[src/rtl/fft_ifft_dual.sv]
// Forward/inverse transform around one shared fft core. Each frame carries a direction
// tag through a small FIFO so FFT and IFFT frames can run back-to-back.

module fft #(
  parameter int TOTAL_STAGE_P = 10,
  parameter int MULT_OP_DLY_P = 2,
  parameter int MULT_WIDTH_P  = 18
) (
  input  logic                            iclk,
  input  logic                            rst_n,
  input  logic                            ien,
  input  logic        [TOTAL_STAGE_P-1:0] iaddr,
  input  logic signed [MULT_WIDTH_P-1:0]  iReal,
  input  logic signed [MULT_WIDTH_P-1:0]  iImag,
  output logic                            oen,
  output logic        [TOTAL_STAGE_P-1:0] oaddr,
  output logic signed [MULT_WIDTH_P-1:0]  oReal,
  output logic signed [MULT_WIDTH_P-1:0]  oImag
);
  // Latency model of the core: samples travel STAGES register stages unchanged.
  localparam int STAGES = TOTAL_STAGE_P + 2*MULT_OP_DLY_P;

  typedef struct packed {
    logic        [TOTAL_STAGE_P-1:0] addr;
    logic signed [MULT_WIDTH_P-1:0]  re;
    logic signed [MULT_WIDTH_P-1:0]  im;
  } smp_t;

  logic [STAGES-1:0] vld_pipe;
  smp_t              dat_pipe [STAGES];

  always_ff @(posedge iclk) begin
    if (!rst_n) vld_pipe <= '0;
    else        vld_pipe <= {vld_pipe[STAGES-2:0], ien};
  end

  always_ff @(posedge iclk) begin
    dat_pipe[0] <= '{addr: iaddr, re: iReal, im: iImag};
    for (int i = 1; i < STAGES; i++) dat_pipe[i] <= dat_pipe[i-1];
  end

  assign oen   = vld_pipe[STAGES-1];
  assign oaddr = dat_pipe[STAGES-1].addr;
  assign oReal = dat_pipe[STAGES-1].re;
  assign oImag = dat_pipe[STAGES-1].im;
endmodule

module fft_ifft_dual #(
  parameter int TOTAL_STAGE_P = 10,
  parameter int DIV_EXP       = TOTAL_STAGE_P,
  parameter int MULT_OP_DLY_P = 2,
  parameter int MULT_WIDTH_P  = 18,
  parameter int TAG_DEPTH_P   = 4
) (
  input  logic                            iclk,
  input  logic                            rst_n,
  input  logic                            ien,
  input  logic                            iinv,
  input  logic        [TOTAL_STAGE_P-1:0] iaddr,
  input  logic signed [MULT_WIDTH_P-1:0]  iReal,
  input  logic signed [MULT_WIDTH_P-1:0]  iImag,
  output logic                            oen,
  output logic                            oinv,
  output logic        [TOTAL_STAGE_P-1:0] oaddr,
  output logic signed [MULT_WIDTH_P-1:0]  oReal,
  output logic signed [MULT_WIDTH_P-1:0]  oImag,
  output logic                            osat,
  output logic                            oerr
);
  localparam int W   = MULT_WIDTH_P;
  localparam int TAW = $clog2(TAG_DEPTH_P);
  localparam logic signed [W-1:0] SMIN = {1'b1, {(W-1){1'b0}}};
  localparam logic signed [W-1:0] SMAX = ~SMIN;
  localparam logic signed [W:0]   RND  = (W+1)'(1 << (DIV_EXP-1));

  function automatic logic signed [W-1:0] rnd(input logic signed [W-1:0] x);
    logic signed [W:0] t;
    t = (W+1)'(x) + RND;
    t = t >>> DIV_EXP;
    return t[W-1:0];
  endfunction

  // Input side: the frame-start beat uses iinv directly, the rest of the frame the latched mode.
  logic               mode_in_q, fs_in, mode_eff_in;
  logic signed [W-1:0] c_in_im;

  assign fs_in       = ien && (iaddr == '0);
  assign mode_eff_in = fs_in ? iinv : mode_in_q;
  assign c_in_im     = mode_eff_in ? -iImag : iImag;

  logic                     c_en;
  logic [TOTAL_STAGE_P-1:0] c_addr;
  logic signed [W-1:0]      c_re, c_im;

  fft #(
    .TOTAL_STAGE_P(TOTAL_STAGE_P),
    .MULT_OP_DLY_P(MULT_OP_DLY_P),
    .MULT_WIDTH_P (MULT_WIDTH_P)
  ) u_core (
    .iclk (iclk),
    .rst_n(rst_n),
    .ien  (ien),
    .iaddr(iaddr),
    .iReal(iReal),
    .iImag(c_in_im),
    .oen  (c_en),
    .oaddr(c_addr),
    .oReal(c_re),
    .oImag(c_im)
  );

  // Direction tag FIFO
  logic [TAG_DEPTH_P-1:0] tag_q;
  logic [TAW:0]           wr_q, rd_q, wr_d, rd_d;
  logic                   push, pop, empty, full, wr_en, pop_val, err_d, oerr_q;

  always_comb begin
    push    = fs_in;
    pop     = c_en && (c_addr == '0);
    empty   = (wr_q == rd_q);
    full    = (wr_q[TAW] != rd_q[TAW]) && (wr_q[TAW-1:0] == rd_q[TAW-1:0]);
    wr_d    = wr_q;
    rd_d    = rd_q;
    wr_en   = 1'b0;
    pop_val = 1'b0;
    err_d   = oerr_q;
    if (pop) begin
      if (!empty) begin
        pop_val = tag_q[rd_q[TAW-1:0]];
        rd_d    = rd_q + (TAW+1)'(1);
      end else if (push) begin
        pop_val = iinv;
      end else begin
        err_d = 1'b1;
      end
    end
    // An empty-FIFO push consumed by a same-cycle pop bypasses storage entirely.
    if (push && !(empty && pop)) begin
      if (!full || pop) begin
        wr_en = 1'b1;
        wr_d  = wr_q + (TAW+1)'(1);
      end else begin
        err_d = 1'b1;
      end
    end
  end

  // Output side conditioning
  logic                mode_out_q, mode_eff_out, sat;
  logic signed [W-1:0] neg_im, out_re, out_im;

  assign mode_eff_out = pop ? pop_val : mode_out_q;
  assign sat          = (c_im == SMIN);
  assign neg_im       = sat ? SMAX : -c_im;
  assign out_re       = mode_eff_out ? rnd(c_re)   : c_re;
  assign out_im       = mode_eff_out ? rnd(neg_im) : c_im;

  logic                     oen_q, oinv_q, osat_q;
  logic [TOTAL_STAGE_P-1:0] oaddr_q;
  logic signed [W-1:0]      ore_q, oim_q;

  always_ff @(posedge iclk) begin
    if (!rst_n) begin
      tag_q      <= '0;
      wr_q       <= '0;
      rd_q       <= '0;
      mode_in_q  <= 1'b0;
      mode_out_q <= 1'b0;
      oerr_q     <= 1'b0;
      oen_q      <= 1'b0;
      oinv_q     <= 1'b0;
      oaddr_q    <= '0;
      ore_q      <= '0;
      oim_q      <= '0;
      osat_q     <= 1'b0;
    end else begin
      if (wr_en) tag_q[wr_q[TAW-1:0]] <= iinv;
      wr_q       <= wr_d;
      rd_q       <= rd_d;
      oerr_q     <= err_d;
      mode_in_q  <= mode_eff_in;
      mode_out_q <= mode_eff_out;
      oen_q      <= c_en;
      osat_q     <= c_en && mode_eff_out && sat;
      if (c_en) begin
        oinv_q  <= mode_eff_out;
        oaddr_q <= c_addr;
        ore_q   <= out_re;
        oim_q   <= out_im;
      end
    end
  end

  assign oen   = oen_q;
  assign oinv  = oinv_q;
  assign oaddr = oaddr_q;
  assign oReal = ore_q;
  assign oImag = oim_q;
  assign osat  = osat_q;
  assign oerr  = oerr_q;
endmodule

[config.mk]
export PLATFORM = sky130hd
export DESIGN_NAME = fft_ifft_dual
export DESIGN_NICKNAME = d
export VERILOG_FILES = /design/src/rtl/fft_ifft_dual.sv
export SDC_FILE = /design/constraint.sdc
export NUM_CORES = 1
export LEC_CHECK = 0
export BUFFER_PORTS_ARGS = -buffer_cell sky130_fd_sc_hd__buf_4
export CAP_MARGIN = 25
export CORE_ASPECT_RATIO = 0.7
export CORE_MARGIN = 1
export CORE_UTILIZATION = 55
export CTS_BUF_LIST = sky130_fd_sc_hd__clkbuf_4
export DETAILED_ROUTE_END_ITERATION = 10
export PLACE_DENSITY = 0.73
export SLEW_MARGIN = 30
export SYNTH_ARGS = -nofsm -noshare
export SYNTH_HDL_FRONTEND = slang
export SYNTH_SLANG_ARGS = --single-unit
[constraint.sdc]
create_clock -name iclk -period 2.44 [get_ports iclk]
set_input_delay 0.61 -clock iclk [delete_from_list [all_inputs] [get_ports iclk]]
set_output_delay 0.61 -clock iclk [all_outputs]
set_load 0.02 [all_outputs]
==> metrics.cfg <==
[drt]
drt_iter0_markers = 381
vias = 8275
drcViolationCount = 0
drtAntennaViolNets = 0
drtPass1Iterations = 5
via_per_inst = 4.42
drt_wl_total_um = 24700
wl_per_cell_um = 13.2

[worst_setup_path]
crit_type = in2reg
worstPathMaxFanout = 12
cp-start-kind = primary input
crit_family = buffers and inverters
cpMostUsedCell = buf_4
r2r_end = oImag[3]
worstRegToRegCells = 9
cp.depth = 9
cp_num_buf_inv = 3
path_cells = dlygate4sd3_1 > buf_4 > nor4b_1 > and3_1 > a31oi_1 > o21a_1 > buf_4 > a311oi_1 > o21ai_1
reg2reg_slack_ns = 0.05
crit_arrival_ns = 3.04
slowest_delay_ns = 0.54
required_ns = 3.08
rr_startpoint = u_core.dat_pipe[1][230]
endpoint_kind = register
slowest_stage = dlygate4sd3_1

[sta]
fin_crit_ns = 2.40
fmax_ghz = 0.417
slew_headroom = 0.490
finalClockSkew_ns = 0.0345
finalSetupTns_ns = 0
worst_hold_slack_ns = 0.158
drv_slew = 0
hold_viol_final = 0
tightest_slew_ns = 0.758
post-route-period-util = 0.983
setup_ws_ns = 0.0412
setup_viol_count_final = 0

[clock_network]
cts_root_buf = clkbuf_4
h-tree-depth = 4
clock-sinks = 720
clk_latency_ns = 0.78
numCtsBuffers = 150
clockBufferDepth = 3
path_clk_slew_ns = 0.06
cts_tree = built

[final_layout]
syn2layout_area_growth_pct = 22.0
layout-drive-gt1-share = 0.251
postLayoutCoreUtil = 0.692
nets = 1431

[floorplanning]
initial_core_util = 0.567
rows = 52
ios = 100
fp.dieW_um = 210
die_h_um = 147
core_sq_um = 29300
die_area_sq_um = 31000

[synthesis]
synth_warnings = 0
syn_inst = 1075
async_flop_share = 0
ys.flop_type = dfxtp_1
avgSynthCellArea_sq_um = 15.5
ys_types = 54
synth-edff-count = 0
synth_seq_area_share = 0.867
ys_ff_latch = 720
synth_nets = 1133
synth_area_sq_um = 16600

[power]
max-vdd-ir-drop_v = 0.000576
finalPower_mw = 20.9
p_leak_nw = 8.68
p_per_area_nw_per_um2 = 1030

[hold_path]
hold_class = in2reg
min_path_cells = 3
worst_hold_path.endpoint = u_core.dat_pipe[0][1]
hold_path.startpoint = iImag[1]

[placement]
dp_slack_ns = -0.0801
port_buffers = 99
place_congestion = 0.878
hpwlAfterDp_um = 13600

[global_routing]
grt_usage = 0.166
grt_max_degree = 58
overflow = 0
grt_pass1_wl_um = 40000
grt_pass1_vias = 8799
antenna_found_initial = 2

[run]
maxCapViolations = 0

[outcome]
status = completed

## synth_stat cells, drive strengths merged (5+ instances only)
cell / number / area [sq um]
nor4: 7 / 50.1
xnor2: 15 / 131
a31oi: 8 / 50.1
xor2: 19 / 166
nand3: 12 / 60.1
o21ai: 35 / 175
o41ai: 5 / 51.3
buf: 5 / 22.5
a211oi: 9 / 67.6
ha: 8 / 100
a21oi: 16 / 80.1
and2: 18 / 113
nor3: 9 / 45.0
or3: 6 / 42.5
dfxtp: 720 / 14400
clkbuf: 16 / 60.1
nor2b: 15 / 93.8
nand2: 49 / 184
nor2: 31 / 116
inv: 6 / 22.5
mux2i: 23 / 230
## where the power goes
| part | total [mW] | leakage (nW) | internal [mW] | switching (mW) |
|---|---|---|---|---|
| Clock | 8.21 | 1.07 | 4.12 | 4.08 |
| Combinational | 0.271 | 1.57 | 0.156 | 0.115 |
| Sequential | 12.5 | 6.05 | 12.3 | 0.151 |
| Total | 20.9 | 8.68 | 16.6 | 4.35 |
## registers in the layout, indices dropped and copies added (netlist names), 3 cells and up
register / flops
oReal: 18
tag_q: 4
wr_q: 3
oaddr: 10
u_core.dat_pipe: 644
oImag: 18
u_core.vld_pipe: 14
rd_q: 3
## worst reg2reg max path: stages, from the launching register on
cell      delay, ns
dfxtp_1        0.32
or4_4          0.59
nor3_4         0.22
xor2_1         0.20
nand2_1        0.14
ha_4           0.20
buf_4          0.14
a221oi_1       0.28
a311oi_1       0.08
o21ai_1        0.13
## placed cells by master, fill, tap and decap left out, types with 8 or more instances in the layout
master	netlist	layout
buf_4	0	120
dlygate4sd3_1	0	46
nor2_1	31	31
xnor2_1	15	15
dfxtp_1	720	719
a211oi_1	9	9
nand3_1	12	12
o21ai_0	29	28
nand2_1	49	49
a21oi_1	16	16
xor2_1	19	19
nor2b_1	15	14
clkinv_1	0	17
and2_1	18	18
mux2i_1	23	23
a31oi_1	8	8
clkbuf_4	0	211
## kinds of logic after synthesis
kind of cell               Yosys count  synth area share
xor gates and xnor gates            34            0.0179
buffers and inverters               27           0.00632
DFF                                720             0.867
AOI/OAI and AO/OA                   93            0.0356
and+or+nand+nor                    167            0.0510
adders and majority gates            8           0.00602
muxes                               26            0.0165
## cell type report
class	instances	area, sq um
clock buffers	211	1580
multi-input cells	328	2170
flip-flops and latches	720	14400
well taps	405	507
inverters	6	22.5
fillers	1940	9040
diodes	2	5.00
repair buffers	167	1380
clock inverters	33	215
## per-layer routing
metal	routed length (um)	track usage	part of all wire	vias to the layer above
met1	10700	0.181	0.43	3815
li1	-	-	-	4185
met3	1270	0.0591	0.051	52
met4	579	0.0989	0.023	0
met2	12200	0.279	0.49	223
met5	0	0	0	-
## what timing repair did
action	CTS	global route
setup buffers	2	3
endpoints found under the hold margin	45	1
pin swaps	3	8
resized for setup	5	3
cloned	0	0
endpoints found under the setup margin	3	11
hold buffers	45	1
## worst max path at each step
stage               slack (ns)        to                     from
floorplan                0.004  oImag[3]  u_core.dat_pipe[1][234]
global placement          0.04  oImag[3]                 iaddr[1]
detailed placement       -0.08  oImag[3]                 iaddr[2]
CTS                      0.005  oImag[3]  u_core.dat_pipe[1][237]
global route             -0.02  oImag[3]  u_core.dat_pipe[1][230]
finish                    0.04  oImag[3]                 iaddr[2]
## metrics by stage
| step | instance area (sq um) | instances |
|---|---|---|
| after CTS | 20200 | 1866 |
| after global placement | 18000 | 1575 |
| final | 20300 | 1872 |
| after global routing | 20300 | 1872 |
| after detailed placement | 18000 | 1575 |
| after floorplan | 16600 | 1075 |
Note: power is estimated with default switching activity, not from simulation.
